===== config.mk =====
export PLATFORM = sky130hd
export DESIGN_NAME = prog_loader
export DESIGN_NICKNAME = d
export VERILOG_FILES = /design/src/rtl/prog_loader.sv
export SDC_FILE = /design/constraint.sdc
export NUM_CORES = 1
export LEC_CHECK = 0
export ABC_AREA = 0
export BUFFER_PORTS_ARGS = -buffer_cell sky130_fd_sc_hd__buf_2
export CAP_MARGIN = 30
export CELL_PAD_IN_SITES_DETAIL_PLACEMENT = 1
export CELL_PAD_IN_SITES_GLOBAL_PLACEMENT = 1
export CORE_UTILIZATION = 34
export DETAILED_ROUTE_END_ITERATION = 10
export PLACE_DENSITY = 0.83
export SYNTH_ARGS = -nofsm -noshare
export SYNTH_HDL_FRONTEND = slang
export SYNTH_SLANG_ARGS = --single-unit

===== constraint.sdc =====
create_clock -name clk -period 2.1 [get_ports clk]
set_input_delay 0.105 -clock clk [delete_from_list [all_inputs] [get_ports clk]]
set_output_delay 0.105 -clock clk [all_outputs]
set_load 0.01 [all_outputs]

===== src/rtl/prog_loader.sv =====
`default_nettype none
// ============================================================================
// Module   : prog_loader
// Purpose  : Streams machine words into instruction memory from address 0,
//            launches the core with a one-cycle req, then times its run.
// Revision : 1.0
// ============================================================================
module prog_loader #(
    parameter int D          = 12,
    parameter int W          = 9,
    parameter int C          = 16,
    parameter int MAX_CYCLES = 4096
) (
    input  logic         clk,
    input  logic         reset,
    input  logic         start,
    input  logic         in_valid,
    input  logic [W-1:0] in_data,
    input  logic         in_last,
    output logic         in_ready,
    output logic         wr_en,
    output logic [D-1:0] wr_addr,
    output logic [W-1:0] wr_data,
    output logic         core_req,
    input  logic         core_done,
    output logic         busy,
    output logic         finished,
    output logic [D-1:0] prog_len,
    output logic [C-1:0] cycle_count,
    output logic         timeout
);

    typedef enum logic [2:0] {
        IDLE   = 3'd0,
        LOAD   = 3'd1,
        FLUSH  = 3'd2,
        LAUNCH = 3'd3,
        RUN    = 3'd4,
        DONE   = 3'd5
    } state_t;

    localparam logic [C-1:0] CYC_LIMIT = C'(MAX_CYCLES - 1);

    state_t       state_q, state_d;
    logic [D-1:0] ptr_q, ptr_d;
    logic [C-1:0] cycles_q, cycles_d;
    logic         timeout_q, timeout_d;
    logic         wr_en_q, wr_en_d;
    logic [D-1:0] wr_addr_q, wr_addr_d;
    logic [W-1:0] wr_data_q, wr_data_d;
    logic         xfer;

    assign xfer = (state_q == LOAD) && in_valid;

    always_comb begin
        state_d   = state_q;
        ptr_d     = ptr_q;
        cycles_d  = cycles_q;
        timeout_d = timeout_q;
        wr_en_d   = xfer;
        wr_addr_d = wr_addr_q;
        wr_data_d = wr_data_q;
        if (xfer) begin
            wr_addr_d = ptr_q;
            wr_data_d = in_data;
        end
        case (state_q)
            IDLE: begin
                ptr_d     = '0;
                cycles_d  = '0;
                timeout_d = 1'b0;
                if (start) state_d = LOAD;
            end
            LOAD: begin
                if (in_valid) begin
                    ptr_d = ptr_q + 1'b1;
                    // The top address closes the load even without in_last.
                    if (in_last || (ptr_q == {D{1'b1}})) state_d = FLUSH;
                end
            end
            FLUSH:  state_d = LAUNCH;
            LAUNCH: begin
                cycles_d = '0;
                state_d  = RUN;
            end
            RUN: begin
                if (core_done) begin
                    timeout_d = 1'b0;
                    state_d   = DONE;
                end else if (cycles_q == CYC_LIMIT) begin
                    timeout_d = 1'b1;
                    state_d   = DONE;
                end else begin
                    cycles_d = cycles_q + 1'b1;
                end
            end
            DONE: begin
                if (start) begin
                    ptr_d     = '0;
                    cycles_d  = '0;
                    timeout_d = 1'b0;
                    state_d   = LOAD;
                end
            end
            default: state_d = IDLE;
        endcase
    end

    always_ff @(posedge clk) begin
        if (reset) begin
            state_q   <= IDLE;
            ptr_q     <= '0;
            cycles_q  <= '0;
            timeout_q <= 1'b0;
            wr_en_q   <= 1'b0;
            wr_addr_q <= '0;
            wr_data_q <= '0;
        end else begin
            state_q   <= state_d;
            ptr_q     <= ptr_d;
            cycles_q  <= cycles_d;
            timeout_q <= timeout_d;
            wr_en_q   <= wr_en_d;
            wr_addr_q <= wr_addr_d;
            wr_data_q <= wr_data_d;
        end
    end

    // Strobes are gated by reset so they fall in the cycle reset is raised.
    assign wr_en       = wr_en_q && !reset;
    assign core_req    = (state_q == LAUNCH) && !reset;
    assign in_ready    = (state_q == LOAD);
    assign busy        = (state_q == LOAD) || (state_q == FLUSH) ||
                         (state_q == LAUNCH) || (state_q == RUN);
    assign finished    = (state_q == DONE);
    assign wr_addr     = wr_addr_q;
    assign wr_data     = wr_data_q;
    assign prog_len    = ptr_q;
    assign cycle_count = cycles_q;
    assign timeout     = timeout_q;

endmodule
`default_nettype wire

==> out/qor.log <==
[clock_tree] setup bufs post-CTS 0
[min_path] Worst Hold Depth 3
[critical_path] Worst Path Class, Setup reg -> reg
[clock_tree] CTS hold repair buffers 0
[sta] Final Max Slew Viols 0
[global_route] combined global-route utilization of all metal layers 20.6%
[min_path] path type of the worst min-delay path in -> reg
[floorplan] area of the core 6980 sq um
[global_route] number of antenna violations at the first check in global routing 0
[placed_design] RePlAce Congestion 0.837
[cells_and_area] Reg area 1090 sq um
[synthesis] number of cells produced by synthesis 314
[sta] Final Critical Period 2.17 ns
[sta] TNS Setup -0.267 ns
[critical_path] endpoint of the worst-slack reg-to-reg timing path cycle_count[7]
[clock_tree] number of CTS-inserted buffers 5
[power_and_ir_drop] worst vdd rail ir drop 0.323 mV
[floorplan] die span in x 88.0 um
[synthesis] main flop type after synthesis sky130_fd_sc_hd__dfxtp_1
[floorplan] effective utilization at floorplan 36.0%
[sta] Max Clock Skew 0.00738 ns
[floorplan] number of cell rows 30
[critical_path] source of the critical timing path cycle_count[15]
[critical_path] internal reg-to-reg setup slack -0.07 ns
[cells_and_area] area of all placed cells without fillers 3310 sq um
[global_route] first-pass GRT wire length 12600 um
[power_and_ir_drop] total power divided by cell area 785 nW/um^2
[power_and_ir_drop] internal portion of total power 1.69 mW
[critical_path] path depth of the worst reg2reg path 5
[sta] RSZ-0062 raised after global routing yes
[cells_and_area] share of layout cells above drive strength 1 32.8%
[clock_tree] largest buffer count on any clock path 2
[synthesis] Seq/Total Area, Yosys 43.0%
[critical_path] Largest stage delay, worst path 0.54 ns
[placed_design] Post-DP Area 3200 sq um
[placed_design] port bufs 69
[flow_run] MaxCap Viol Count 0
[route] detailed-route wire length 7590 um
[power_and_ir_drop] switching share of power 34.9%
[clock_tree] clock root cell sky130_fd_sc_hd__clkbuf_8
[route] via-per-instance ratio 5.20
[sta] headroom to the max-slew limit 63.2%
[route] Detailed Routing Iterations Pass 1 4
[sta] number of hold-slack violations in the final timing report 0
[critical_path] source of the worst register-to-register timing path cycle_count[15]
[critical_path] crit-path cells or4_4, or4_4, a221oi_4, and4b_1, o211a_1
[power_and_ir_drop] switching power summed over all nets 0.906 mW
[synthesis] share of synthesized registers carrying an async set or reset 0%
[floorplan] Die H 88.0 um
[cells_and_area] Layout fillers 882
[clock_tree] clock tree from TritonCTS done
[floorplan] overall die area 7740 sq um
[route] number of design rule violations left after detail routing 0
[critical_path] data arrival time of the critical path 2.38 ns
[critical_path] CP Max Fanout 4
[sta] worst slew pin tran 0.550 ns
[sta] Tcrit/Tclk final 104%
[critical_path] element type at the critical path end flip-flop
[sta] fmax 460 MHz
[cells_and_area] multi-input gate area in the final layout 1340 sq um
[critical_path] kind of launch point of the worst setup path flip-flop
[global_route] total grt overflow 0
[power_and_ir_drop] clock share of power 24.2%
[power_and_ir_drop] fraction of power consumed by sequential logic 43.6%
[power_and_ir_drop] post-layout power 2.60 mW
[critical_path] data required time of the worst path 2.30 ns
[synthesis] number of library cell types mapped by synthesis 46
[global_route] largest net degree at the start of global routing 24
[synthesis] mean post-synth cell area 8.00 sq um
[route] Starting DRT DRC Count 89
[synthesis] netlist area before placement 2510 sq um
[clock_tree] maximum level of the CTS H-tree 2
[min_path] Endpoint, Worst Hold wr_data[8]
[synthesis] number of synthesized flops with an enable pin 0
[placed_design] half-perimeter wire length after placement 5770 um
[min_path] source of the worst hold timing path in_data[8]
[cells_and_area] layout-stage area growth over the synthesis result 31.6%
[clock_tree] clock latency reported for the late side of the worst-skew pair 0.31 ns
[power_and_ir_drop] relative contribution of combinational cells to total power 32.2%
[clock_tree] clock transition at the register clock pins on the worst setup and hold paths after CTS 0.10 ns
[clock_tree] clock net sink count 54
[synthesis] post-synthesis register bit count 54
[synthesis] Mapped Nets 331
[critical_path] Critical Path Most Common Cell sky130_fd_sc_hd__or4_4
[floorplan] number of top-level pins 70
[route] average detailed-routed wire length per instance 15.0 um
[cells_and_area] utilization of the core after routing 47.4%
[global_route] number of global-route vias before repair 2649
[sta] final number of setup-violating endpoints 11
[route] Routed Antenna Nets 0
[cells_and_area] net count reported at finish 425
[cells_and_area] number of antenna repair diodes 0
[sta] worst setup margin -0.0741 ns
[power_and_ir_drop] leak pwr 1.41 nW
[outcome] violations in the final reports setup timing
[critical_path] cell with the biggest individual delay on the critical path sky130_fd_sc_hd__or4_4
[outcome] status finished, violations left
[route] total number of vias 2626
[synthesis] synth warn 0
[logic make-up after synthesis]
| group | count (synthesis) | synth area share (%) |
|---|---|---|
| buffers and inverters | 26 | 4.18 |
| AOI/OAI and AO/OA | 74 | 18.0 |
| adders and majority gates | 2 | 0.996 |
| muxes | 5 | 1.99 |
| xor gates and xnor gates | 10 | 3.49 |
| DFF | 54 | 43.0 |
| and+or+nand+nor | 143 | 28.3 |
[what timing repair did]
item	in CTS	in global routing
endpoints found under the setup margin	15	18
pin swaps	1	0
hold endpoints to repair	0	0
resized for setup	2	2
[placed cells by master, fill, tap and decap left out, drive strengths merged, types with 2 or more instances in the layout]
cell type and count:
xor2 6, and2 5, dfxtp 54, nor3 8, or3 5, and3 5, o31ai 4, inv 5
or4 3, a21oi 37, xnor2 4, a31oi 3, a41oi 2, buf 109, o21ai 14, nand2b 2
nand4b 2, nand3 11, nand2 56, a211oi 2, mux2i 5, nand4 10, o211ai 6, and4 2
nor2 24, ha 2, nor2b 2, clkbuf 6
[metrics by stage]
step                      setup slack, ns  hold slack, ns  std cells
after floorplan                   -0.0854           0.241        314
after global placement            -0.0191           0.347        497
after detailed placement          -0.0756           0.356        497
after CTS                         -0.0772          0.0126        505
after global routing               -0.116         0.00972        505
final                             -0.0741          0.0244        505
[worst max-delay path by stage]
stage,to,slack [ns],depth (start not counted)
floorplan,cycle_count[7],-0.09,6
global placement,cycle_count[7],-0.02,5
detailed placement,cycle_count[7],-0.08,5
CTS,cycle_count[7],-0.08,5
global route,cycle_count[7],-0.12,5
finish,cycle_count[7],-0.07,5
[power by group through the flow]
stage	Clock (mW)	Sequential (mW)	Combinational, mW
final	0.628	1.13	0.837
after global routing	0.690	1.15	0.918
after global placement	0	1.15	0.803
after floorplan	0	1.14	0.521
after detailed placement	0	1.16	0.834
after CTS	0.652	1.13	0.841
[critical path: cells and delay by family (launching register included)]
| family | cells | cell delay (ns) |
|---|---|---|
| AND/OR/NAND/NOR | 3 | 1.23 |
| AO/OA/AOI/OAI | 2 | 0.51 |
| flip-flops | 1 | 0.33 |
[layout make-up]
type,instances,area share [%]
Multi-Input combinational cell,234,40.5
Inverter,4,0.454
Sequential cell,54,32.9
Clock buffer,6,2.50
Clock inverter,2,0.492
Tap cell,96,3.63
Timing Repair Buffer,109,19.5
[per-layer routing]
metal,wire (um),global-route usage [%],share of wire (%),vias up
met1,3380,25.2,45,1259
met3,282,3.68,3.7,7
met5,0,0,0,-
li1,-,-,-,1302
met2,3850,37.4,51,58
met4,73,5.07,0.96,0
[registers in the layout, summed over array words and instances, names as in the netlist]
| register | count |
|---|---|
| prog_len | 12 |
| state_q | 3 |
| wr_en_q | 1 |
| wr_data | 9 |
| wr_addr | 12 |
| timeout | 1 |
| cycle_count | 16 |
[synth_stat cells, types with 3 or more instances]
| cell type | instances | share of area (%) |
|---|---|---|
| sky130_fd_sc_hd__nand4_1 | 10 | 2.5 |
| sky130_fd_sc_hd__inv_1 | 4 | 0.60 |
| sky130_fd_sc_hd__o31ai_1 | 4 | 1.2 |
| sky130_fd_sc_hd__xor2_1 | 6 | 2.1 |
| sky130_fd_sc_hd__nand2_1 | 56 | 8.4 |
| sky130_fd_sc_hd__a31oi_1 | 3 | 0.75 |
| sky130_fd_sc_hd__a21oi_1 | 37 | 7.4 |
| sky130_fd_sc_hd__o211ai_1 | 6 | 1.8 |
| sky130_fd_sc_hd__nand3_1 | 11 | 2.2 |
| sky130_fd_sc_hd__and2_1 | 4 | 1.0 |
| sky130_fd_sc_hd__dfxtp_1 | 54 | 43 |
| sky130_fd_sc_hd__and3_1 | 5 | 1.2 |
| sky130_fd_sc_hd__nor2_1 | 24 | 3.6 |
| sky130_fd_sc_hd__o21ai_0 | 13 | 2.6 |
| sky130_fd_sc_hd__mux2i_1 | 5 | 2.0 |
| sky130_fd_sc_hd__nor3_1 | 8 | 1.6 |
| sky130_fd_sc_hd__or3_1 | 5 | 1.2 |
| sky130_fd_sc_hd__xnor2_1 | 4 | 1.4 |
| sky130_fd_sc_hd__clkbuf_1 | 19 | 2.8 |
(Power assumes the default switching activity.)
